--- config.mk ---
export PLATFORM = sky130hd
export DESIGN_NAME = pipelined_sub_64
export DESIGN_NICKNAME = d
export VERILOG_FILES = /design/src/rtl/pipelined_sub_64.sv
export SDC_FILE = /design/constraint.sdc
export NUM_CORES = 1
export LEC_CHECK = 0
export BUFFER_PORTS_ARGS = -buffer_cell sky130_fd_sc_hd__buf_2
export CORE_ASPECT_RATIO = 0.8
export CORE_MARGIN = 8
export CORE_UTILIZATION = 55
export CTS_BUF_LIST = sky130_fd_sc_hd__clkbuf_2 sky130_fd_sc_hd__clkbuf_4 sky130_fd_sc_hd__clkbuf_8
export CTS_CLUSTER_SIZE = 25
export DETAILED_ROUTE_END_ITERATION = 16
export HOLD_SLACK_MARGIN = 0.12
export PLACE_DENSITY_LB_ADDON = 0.25
export SLEW_MARGIN = 15
export SYNTH_ARGS = -nofsm -noshare
export SYNTH_HDL_FRONTEND = slang
export SYNTH_SLANG_ARGS = --single-unit
--- constraint.sdc ---
create_clock -name clk -period 9.95 [get_ports clk]
set_input_delay 1.99 -clock clk [delete_from_list [all_inputs] [get_ports clk]]
set_output_delay 1.99 -clock clk [all_outputs]
set_load 0.03 [all_outputs]
--- src/rtl/pipelined_sub_64.sv ---
// Pipelined carry-select subtractor: computes a - b - bin one BLOCK_WIDTH slice per stage,
// with valid/ready handshakes on both sides and borrow, signed-overflow and zero flags.
module pipelined_sub_64 #(
  parameter int WIDTH       = 64,
  parameter int BLOCK_WIDTH = 16
) (
  input  logic             clk,
  input  logic             rst,
  input  logic             in_valid,
  output logic             in_ready,
  input  logic [WIDTH-1:0] a,
  input  logic [WIDTH-1:0] b,
  input  logic             bin,
  output logic             out_valid,
  input  logic             out_ready,
  output logic [WIDTH-1:0] diff,
  output logic             bout,
  output logic             ovf,
  output logic             zero
);

  localparam int STAGES = WIDTH / BLOCK_WIDTH;
  localparam int BW     = BLOCK_WIDTH;

  // Both candidate sums of x + ~y are formed; the incoming carry only picks one.
  function automatic logic [BW:0] block_sum(input logic [BW-1:0] x,
                                            input logic [BW-1:0] y,
                                            input logic          cin);
    logic [BW:0] sum_c0;
    logic [BW:0] sum_c1;
    sum_c0 = {1'b0, x} + {1'b0, ~y};
    sum_c1 = {1'b0, x} + {1'b0, ~y} + {{BW{1'b0}}, 1'b1};
    return cin ? sum_c1 : sum_c0;
  endfunction

  logic             adv;
  logic [STAGES-1:0] v_q, v_d;
  logic [STAGES-1:0] c_q, c_d;
  logic [STAGES-1:0] z_q, z_d;
  logic [STAGES-1:0] am_q, am_d;
  logic [STAGES-1:0] bm_q, bm_d;
  logic [WIDTH-1:0] d_q  [STAGES];
  logic [WIDTH-1:0] d_d  [STAGES];
  logic [WIDTH-1:0] ra_q [STAGES-1];
  logic [WIDTH-1:0] ra_d [STAGES-1];
  logic [WIDTH-1:0] rb_q [STAGES-1];
  logic [WIDTH-1:0] rb_d [STAGES-1];
  logic [BW:0]      blk  [STAGES];

  assign adv      = ~v_q[STAGES-1] | out_ready;
  assign in_ready = adv & ~rst;

  // Next-state for every stage; the remaining operands shift down so the next
  // stage always works on the low BW bits.
  always_comb begin
    blk[0]     = block_sum(a[BW-1:0], b[BW-1:0], ~bin);
    v_d[0]     = in_valid & in_ready;
    c_d[0]     = blk[0][BW];
    d_d[0]     = '0;
    d_d[0][BW-1:0] = blk[0][BW-1:0];
    z_d[0]     = (blk[0][BW-1:0] == '0);
    am_d[0]    = a[WIDTH-1];
    bm_d[0]    = b[WIDTH-1];
    ra_d[0]    = a >> BW;
    rb_d[0]    = b >> BW;
    for (int k = 1; k < STAGES; k++) begin
      blk[k] = block_sum(ra_q[k-1][BW-1:0], rb_q[k-1][BW-1:0], c_q[k-1]);
      v_d[k] = v_q[k-1];
      c_d[k] = blk[k][BW];
      d_d[k] = d_q[k-1];
      d_d[k][k*BW +: BW] = blk[k][BW-1:0];
      z_d[k]  = z_q[k-1] & (blk[k][BW-1:0] == '0);
      am_d[k] = am_q[k-1];
      bm_d[k] = bm_q[k-1];
    end
    for (int k = 1; k < STAGES-1; k++) begin
      ra_d[k] = ra_q[k-1] >> BW;
      rb_d[k] = rb_q[k-1] >> BW;
    end
  end

  // Carries reset to 1 so the inverted top carry presents bout = 0 out of reset.
  always_ff @(posedge clk) begin
    if (rst) begin
      v_q  <= '0;
      c_q  <= '1;
      z_q  <= '0;
      am_q <= '0;
      bm_q <= '0;
      for (int k = 0; k < STAGES; k++) begin
        d_q[k] <= '0;
      end
      for (int k = 0; k < STAGES-1; k++) begin
        ra_q[k] <= '0;
        rb_q[k] <= '0;
      end
    end else if (adv) begin
      v_q  <= v_d;
      c_q  <= c_d;
      z_q  <= z_d;
      am_q <= am_d;
      bm_q <= bm_d;
      for (int k = 0; k < STAGES; k++) begin
        d_q[k] <= d_d[k];
      end
      for (int k = 0; k < STAGES-1; k++) begin
        ra_q[k] <= ra_d[k];
        rb_q[k] <= rb_d[k];
      end
    end
  end

  assign out_valid = v_q[STAGES-1];
  assign diff      = d_q[STAGES-1];
  assign bout      = ~c_q[STAGES-1];
  assign zero      = z_q[STAGES-1];
  assign ovf       = (am_q[STAGES-1] ^ bm_q[STAGES-1]) &
                     (d_q[STAGES-1][WIDTH-1] ^ am_q[STAGES-1]);

endmodule

==> impl_metrics.ini <==
[power]
p_leak_uw = 0.00907
p_seq_share_pct = 48.4
p_per_area_mw_per_mm2 = 184
p_comb_share_pct = 18.4
intPower_uw = 2860
peakVddDrop_v = 0.000171
clockPowerShare_pct = 33.3
p_switching_uw = 1050
switching_share_pct = 26.9

[setup_path]
required_ns = 7.96
rrSetupSlack_ns = 5.86
rr_worst_depth = 14
worstReg2RegStart = rb_q[0][0]
slowest_delay_ns = 0.55
crit_chain = buf_2 -> nand2b_1 -> nand2b_2 -> buf_4 -> inv_6 -> buf_2
crit_path_end_kind = primary output
arrival_ns = 3.60
crit_fanout = 89
cp_common_cell = buf_2
critPathKind = input pin to primary output
crit_slowest_cell = buf_4
rr_endpoint = z_q[1]
cp-start-kind = input pin

[timing]
clock.fmax_ghz = 0.179
maxSlewViolCount = 0
worstMarginPinSlew_ns = 1.17
tns_ns = 0
post-route-period-util_pct = 56.2
relSlewSlack_pct = 21.8
period_needed_ns = 5.59
skew_ns = 0.0291
hold_viol = 0
setup_viol = 0
rsz0062_at_grt = false

[logic_synthesis]
synth-simple-area-share_pct = 19.9
synth_compound_area_share_pct = 7.84
async_reset_ff_share_pct = 0
synthTopCellsByArea = edfxtp_1 (57%), and2_1 (10%), ha_1 (4.6%)
synth_cell_types = 81
synth_top_family_by_area = simple AND/OR/NAND/NOR gates
synth.area.mux_share_pct = 0.214
synth.top_cell.area_share_pct = 56.5
ys_seq_area_share_pct = 58.7
syn_area_mm2 = 0.0187
synth_enable_flop_cells = 352
synth-xor-area-share_pct = 5.25
syn_nets = 1795
yosys.area_share.adder_pct = 4.98
yosysWarnings = 0
ys.flop_type = edfxtp_1
ys_ff_latch = 372
netlist_instances = 1590
synth_most_common_cell = edfxtp_1
ys_top_cells_by_count = edfxtp_1 (352), and2_1 (298), nor2_1 (128), inv_1 (100)
postSynthAreaPerCell_um2 = 11.8
yosys.area.top_type = edfxtp_1

[final_layout]
nets = 2006
antenna_cells = 0
fin_area_mm2 = 0.0213
drive_gt1_share_pct = 18.3
final_util_pct = 63.4
areaGrowthSynthToFinish_pct = 13.9

[job]
maxCapViolCount = 0

[global_routing]
first_global_vias = 11500
grt_pass1_wl_um = 55600
grt.total_usage_pct = 16.5
grt-ovfl-total = 0
grt_max_degree = 204
antenna_found_initial = 0

[clock_network]
cts.clk_slew.worst_paths_ns = 0.07
clk_latency_ns = 0.62
cts.sinks = 372
cts-buffers-inserted = 58
cts_hold_buffers = 0
clk_path_buf_depth = 3
cts_setup_buffers = 0
cts_resized = 0
clock-root-buffer = clkbuf_8
cts_max_level = 2
cts_tree = built

[route]
firstDrtPassIters = 5
drtIter0Drc = 929
routed_wl_um = 34200
vias = 12000
drcViolationCount = 0
via_per_inst = 5.25
ant_nets = 0
post_drt_wl_per_cell_um = 15.0

[worst_hold_path]
worstHoldPathType = register to register
hp-start = z_q[3]
hold_end = z_q[3]
min_path_cells = 2

[floorplanning]
io-pin-count = 202
die_w_um = 222
core_area_mm2 = 0.0336
initial_core_util_pct = 55.7
rows = 60
die-area_mm2 = 0.0402
die_y_um = 181

[placement]
dpl.hpwl_um = 23700
io_buffers = 201
dpl_cell_area_mm2 = 0.0201
gp_congestion = 0.855

[run_status]
status = finished, final reports clean
==> through the flow <==
| stage | setup slack [ns] | std cells | power (µW) | hold WS, ns |
|---|---|---|---|---|
| finish | 4.36 | 2279 | 3910 | 0.452 |
| global route | 4.20 | 2279 | 4100 | 0.475 |
| CTS | 4.35 | 2279 | 3950 | 0.449 |
| detailed placement | 4.32 | 2175 | 2640 | 0.439 |
| global placement | 4.39 | 2175 | 2620 | 0.436 |
| floorplan | 1.64 | 1590 | 2460 | 0.417 |
==> cells by family (layout without fill, tap and decap cells) <==
group / after synthesis / in the layout
AOI/OAI and AO/OA: 213 / 213
xor gates and xnor gates: 112 / 112
adders and majority gates: 72 / 72
buffers and inverters: 157 / 412
DFF: 372 / 372
muxes: 4 / 4
and+or+nand+nor: 660 / 660
==> flip-flops by register name (all words and copies together), names as in the netlist <==
signal,flops
d_q,160
v_q,4
rb_q,96
c_q,4
bm_q,4
ra_q,96
am_q,4
z_q,4
==> power groups by stage <==
stage	combinational, µW	sequential (µW)	clock (µW)
finish	718	1890	1300
global route	795	1900	1400
CTS	721	1890	1340
detailed placement	717	1920	0
global placement	697	1920	0
floorplan	483	1980	0
==> cell usage in the layout, fill, tap and decap left out, drive strengths merged, types with 12 or more instances in the layout <==
| cell | Yosys | final |
|---|---|---|
| edfxtp | 352 | 352 |
| and2 | 298 | 298 |
| buf | 3 | 208 |
| nor2 | 128 | 128 |
| inv | 100 | 101 |
| clkbuf | 54 | 79 |
| xnor2 | 68 | 68 |
| ha | 68 | 68 |
| nand2 | 59 | 59 |
| a21oi | 55 | 55 |
| xor2 | 44 | 44 |
| o21ai | 44 | 44 |
| nor3 | 34 | 34 |
| nand3 | 32 | 32 |
| dfxtp | 20 | 20 |
| clkinv | 0 | 18 |
| a21o | 14 | 14 |
| nand4 | 14 | 14 |
| and3 | 13 | 13 |
| nor2b | 12 | 12 |
==> area by class of cell <==
type | count | area (µm²)
Clock buffer | 79 | 981
Clock inverter | 25 | 208
Fill cell | 2600 | 12300
Inverter | 100 | 384
Multi-Input combinational cell | 1061 | 7130
Sequential cell | 372 | 11000
Tap cell | 434 | 543
Timing Repair Buffer | 208 | 1070
==> worst max-delay path by stage <==
| stage | from | to | cells past startpoint | slack (ns) |
|---|---|---|---|---|
| global route | out_ready | in_ready | 6 | 4.20 |
| global placement | out_ready | in_ready | 6 | 4.39 |
| CTS | out_ready | in_ready | 6 | 4.35 |
| detailed placement | out_ready | z_q[3] | 12 | 4.32 |
| floorplan | out_ready | d_q[0][0] | 3 | 1.64 |
| finish | out_ready | in_ready | 6 | 4.36 |
==> worst max-delay path: cells and delay by family <==
kind / cells / cell delay, ns
simple gates: 2 / 0.29
buf+inv: 4 / 1.28
==> layer usage <==
layer,vias to the layer above,wire length (µm),global-route usage [%]
met5,-,0,0
met4,0,990,6.06
met2,303,16000,27.1
met1,5536,15300,21.3
li1,6065,-,-
met3,67,1890,3.82
(Power assumes the default switching activity.)
